## config.mk

```make
export PLATFORM = sky130hd
export DESIGN_NAME = p_enc42_if_sync
export DESIGN_NICKNAME = d
export VERILOG_FILES = /design/src/rtl/p_enc42_if_sync.sv
export SDC_FILE = /design/constraint.sdc
export NUM_CORES = 1
export LEC_CHECK = 0
export CAP_MARGIN = 20
export CORE_AREA = 5 5 42 44
export DETAILED_ROUTE_END_ITERATION = 10
export DIE_AREA = 0 0 47 49
export PLACE_DENSITY_LB_ADDON = 0.08
export SLEW_MARGIN = 20
export SYNTH_ARGS = -nofsm -noshare
export SYNTH_HDL_FRONTEND = slang
export SYNTH_SLANG_ARGS = --single-unit
```

## constraint.sdc

```tcl
create_clock -name clk -period 1.1 [get_ports clk]
set_clock_uncertainty 0.15 [all_clocks]
set_input_delay 0.165 -clock clk [delete_from_list [all_inputs] [get_ports clk]]
set_output_delay 0.165 -clock clk [all_outputs]
set_load 0.005 [all_outputs]
```

## src/rtl/p_enc42_if_sync.sv

```systemverilog
// Registered priority encoder: y is the index of the highest set bit of a,
// valid flags a nonzero sample. Capture on rising clk when en=1.
module p_enc42_if_sync #(
  parameter int WIDTH = 4
) (
  input  logic                       clk,
  input  logic                       rst,
  input  logic                       en,
  input  logic [WIDTH-1:0]           a,
  output logic [$clog2(WIDTH)-1:0]   y,
  output logic                       valid
);

  localparam int OUT_W = $clog2(WIDTH);

  logic [OUT_W-1:0] w_idx;
  logic             w_any;
  logic [OUT_W-1:0] r_y;
  logic             r_valid;

  // Ascending scan: the last set bit seen is the highest, so it wins.
  // An all-zero vector leaves w_idx at 0, keeping y defined.
  always_comb begin
    w_idx = '0;
    for (int i = 0; i < WIDTH; i++) begin
      if (a[i]) w_idx = OUT_W'(i);
    end
    w_any = |a;
  end

  always_ff @(posedge clk or posedge rst) begin
    if (rst) begin
      r_y     <= '0;
      r_valid <= 1'b0;
    end else if (en) begin
      r_y     <= w_idx;
      r_valid <= w_any;
    end
  end

  assign y     = r_y;
  assign valid = r_valid;

endmodule

```

==> reports/metrics.json, run 1 <==
{
  "status": {"value": "finished clean"},
  "die_h": {"value": 49, "unit": "um"},
  "core-area": {"value": 1400, "unit": "um^2"},
  "synthMuxAreaShare": {"value": 0, "unit": "%"},
  "timing_hold_violations_final": {"value": 0},
  "share_of_synthesized_flip_flops_with_an_asynchronous_set_or_reset": {"value": 100, "unit": "%"},
  "final_core_util": {"value": 18.3, "unit": "%"},
  "worstSkewPairLatency": {"value": 230, "unit": "ps"},
  "cp_top_family": {"value": "flip-flops"},
  "clk_pin_slew_worst_paths": {"value": 40, "unit": "ps"},
  "worstPathBufferInverterCount": {"value": 1},
  "synthXorXnorAreaFrac": {"value": 0, "unit": "%"},
  "endpoint_kind": {"value": "output pin"},
  "period_minus_ws_final": {"value": 1040, "unit": "ps"},
  "drt-total-wl": {"value": 373, "unit": "um"},
  "main_synth_ff_type": {"value": "dfrtp_1"},
  "timing.critical_path.required": {"value": 780, "unit": "ps"},
  "routedWlPerCell": {"value": 8.48, "unit": "um"},
  "synth_simple_gate_area_share": {"value": 20.0, "unit": "%"},
  "drive_gt1_share": {"value": 21.4, "unit": "%"},
  "timing.critical_path.fanout_max": {"value": 2},
  "clock_h_tree_levels": {"value": 1},
  "route.met3.wl": {"value": 34, "unit": "um"},
  "grt_overflow": {"value": 0},
  "finalCritPeriodShare": {"value": 94.6, "unit": "%"},
  "rows": {"value": 14},
  "synth.yosys.seq_area_share": {"value": 60.0, "unit": "%"},
  "met2_length": {"value": 166, "unit": "um"},
  "die_width": {"value": 47, "unit": "um"},
  "synth_compound_area_share": {"value": 14.0, "unit": "%"},
  "ioPinCount": {"value": 10},
  "grt_antenna_before_repair": {"value": 0},
  "post_synth_fa_ha_maj_area_fraction": {"value": 0, "unit": "%"},
  "netlist_top_cells_area": {"value": "dfrtp_1 60%, nor2_1 15%, a31oi_1 10%, inv_1 6.0%, nand2b_1 5.0%"},
  "io_buffers": {"value": 9},
  "track_usage": {"value": 4.44, "unit": "%"},
  "cp.arrival": {"value": 730, "unit": "ps"},
  "hp-class": {"value": "primary input to register"},
  "pin_count_of_the_biggest_net_entering_global_routing": {"value": 7},
  "unrepaired_setup_endpoints_after_global_routing": {"value": "false"},
  "synthesis.area_per_instance": {"value": 8.94, "unit": "um^2"},
  "timing.critical_path.cells": {"value": "buf_2"},
  "finish.instance_area": {"value": 256, "unit": "um^2"},
  "total_via_count_after_detailed_routing": {"value": 139},
  "cpMaxStageDelayCell": {"value": "dfrtp_1"},
  "cts_tree": {"value": "yes"},
  "grt_pass1_wl": {"value": 586, "unit": "um"},
  "antenna_cells_inserted": {"value": 0},
  "n_fill_cell": {"value": 174},
  "worst-slew-pin-transition": {"value": 198, "unit": "ps"},
  "dominant_cell_type_by_area_after_synthesis": {"value": "dfrtp_1"},
  "finalSetupViolCount": {"value": 0},
  "top_signal_layer_used": {"value": "met4"},
  "leakage": {"value": 0.107, "unit": "nW"},
  "yosys-top-cells-count": {"value": "5 x nor2_1, 3 x dfrtp_1, 2 x a31oi_1, 2 x inv_1"},
  "critical_path.startpoint_type": {"value": "register"},
  "maxCapViolations": {"value": 0},
  "instance_area_at_placement": {"value": 235, "unit": "um^2"},
  "timing.final.max_slew_violations": {"value": 0},
  "numCtsBuffers": {"value": 3},
  "cp_slowest_stage_delay": {"value": 360, "unit": "ps"},
  "timing.fmax": {"value": 961, "unit": "MHz"},
  "syn-instance-count": {"value": 14},
  "cts_root_buffer": {"value": "clkbuf_4"},
  "timing.max_slew.rel_slack": {"value": 86.8, "unit": "%"},
  "initialDrtViolationCount": {"value": 3},
  "first_global_vias": {"value": 150},
  "postRouteAntennaNets": {"value": 0},
  "synth_cell_types": {"value": 6},
  "placement.setup.worst_slack": {"value": -77.2, "unit": "ps"},
  "area_share_of_the_largest_cell_type_after_synthesis": {"value": 60.0, "unit": "%"},
  "synth-edff-count": {"value": 0},
  "max-clock-path-buffers": {"value": 2},
  "vdd.ir_drop.worst": {"value": 0.353, "unit": "mV"},
  "synth.yosys.warnings": {"value": 0},
  "setup-tns-final": {"value": 0, "unit": "ps"},
  "drcViolationCount": {"value": 0},
  "ys_seq_elements": {"value": 3},
  "combinational_family_with_the_most_area_after_synthesis": {"value": "simple AND/OR/NAND/NOR gates"},
  "setup.worst_path.class": {"value": "register to output pin"},
  "gp_congestion": {"value": 0.680},
  "timing.final.ws_setup": {"value": 59.1, "unit": "ps"},
  "nets_final": {"value": 36},
  "avgViaCountPerCell": {"value": 3.16},
  "cell_with_the_most_instances_after_synthesis": {"value": "nor2_1"},
  "power": {"value": 0.368, "unit": "mW"},
  "floorplan.die_area": {"value": 2300, "unit": "um^2"},
  "met1_length": {"value": 153, "unit": "um"},
  "power_density": {"value": 1430, "unit": "nW/um^2"},
  "syn2layout_area_growth": {"value": 105, "unit": "%"},
  "tritoncts_num_sinks": {"value": 3},
  "firstDrtPassIters": {"value": 2},
  "number_of_nets_produced_by_synthesis": {"value": 21},
  "syn_area": {"value": 125, "unit": "um^2"},
  "initial_core_util": {"value": 8.93, "unit": "%"}
}
[state kept, by name, indices dropped and copies added, names as in the netlist]
name,cells
valid,1
y,2
[final timing paths]
check,from,slack (ps),endpoint,cells past startpoint
min reg2reg,y[1]$_DFFE_PP0P_,360,y[1]$_DFFE_PP0P_,2
max,y[0]$_DFFE_PP0P_,60,y[0],1
min in group asynchronous,rst,510,y[0]$_DFFE_PP0P_,3
max in group asynchronous,rst,150,valid$_DFFE_PP0P_,3
max reg2reg,y[1]$_DFFE_PP0P_,320,y[1]$_DFFE_PP0P_,2
min,a[3],360,y[0]$_DFFE_PP0P_,3
[cell families (layout without fill, tap and decap cells)]
kind of cell,count (synthesis),after routing
AND/OR/NAND/NOR,6,6
AO/OA/AOI/OAI,3,3
flip-flops,3,3
buffers and inverters,2,16
[final cells by class]
type,instances,area [um^2],area share (%)
Sequential cell,3,75.1,29.3
Inverter,2,7.51,2.93
Clock buffer,4,26.3,10.2
Tap cell,16,20.0,7.80
Multi-Input combinational cell,9,42.5,16.6
Timing Repair Buffer,10,85.1,33.2
[worst min-delay path, stage by stage]
cell,delay (ps)
clkdlybuf4s50_1,410
inv_1,60
a31oi_1,70
[placed cells by master, fill, tap and decap left out, drive strengths merged]
cell,instances
clkdlybuf4s50,6
nor2,5
clkbuf,4
buf,3
dfrtp,3
inv,2
a31oi,2
a21oi,1
nand2b,1
dlygate4sd3,1
[per-stage QoR]
step                      hold WS (ps)  std cells
final                              362         44
after global routing               378         44
after CTS                          356         44
after detailed placement           198         39
after global placement             209         39
after floorplan                   -231         14
[repair_timing]
action,in CTS,in global routing
resized for setup,12,0
setup buffers,0,0
endpoints found under the setup margin,3,0
hold buffers,1,0
endpoints found under the hold margin,3,0
[power breakdown]
part	switching (mW)	total [mW]	leakage (nW)	internal, mW
Clock	0.0600	0.196	0.0150	0.136
Sequential	0.00335	0.122	0.0300	0.119
Combinational	0.0176	0.0494	0.0621	0.0318
Total	0.0809	0.368	0.107	0.287
[layer usage]
layer | vias to the layer above | track usage (%)
met5 | - | 0
met4 | 0 | 9.68
met3 | 2 | 2.58
met2 | 8 | 3.85
met1 | 56 | 3.96
li1 | 73 | -
No activity file was read; power rests on OpenSTA's default activity.
==> run 2, diff against run 1 <==
--- a/config.mk
+++ b/config.mk
@@ -7,6 +7,7 @@
 export LEC_CHECK = 0
 export CAP_MARGIN = 20
 export CORE_AREA = 5 5 42 44
+export CTS_CLUSTER_DIAMETER = 40
 export DETAILED_ROUTE_END_ITERATION = 10
 export DIE_AREA = 0 0 47 49
 export PLACE_DENSITY_LB_ADDON = 0.08
==> results of run 2 <==
Same layout as run 1: the final DEF is identical, and so are final timing and power.
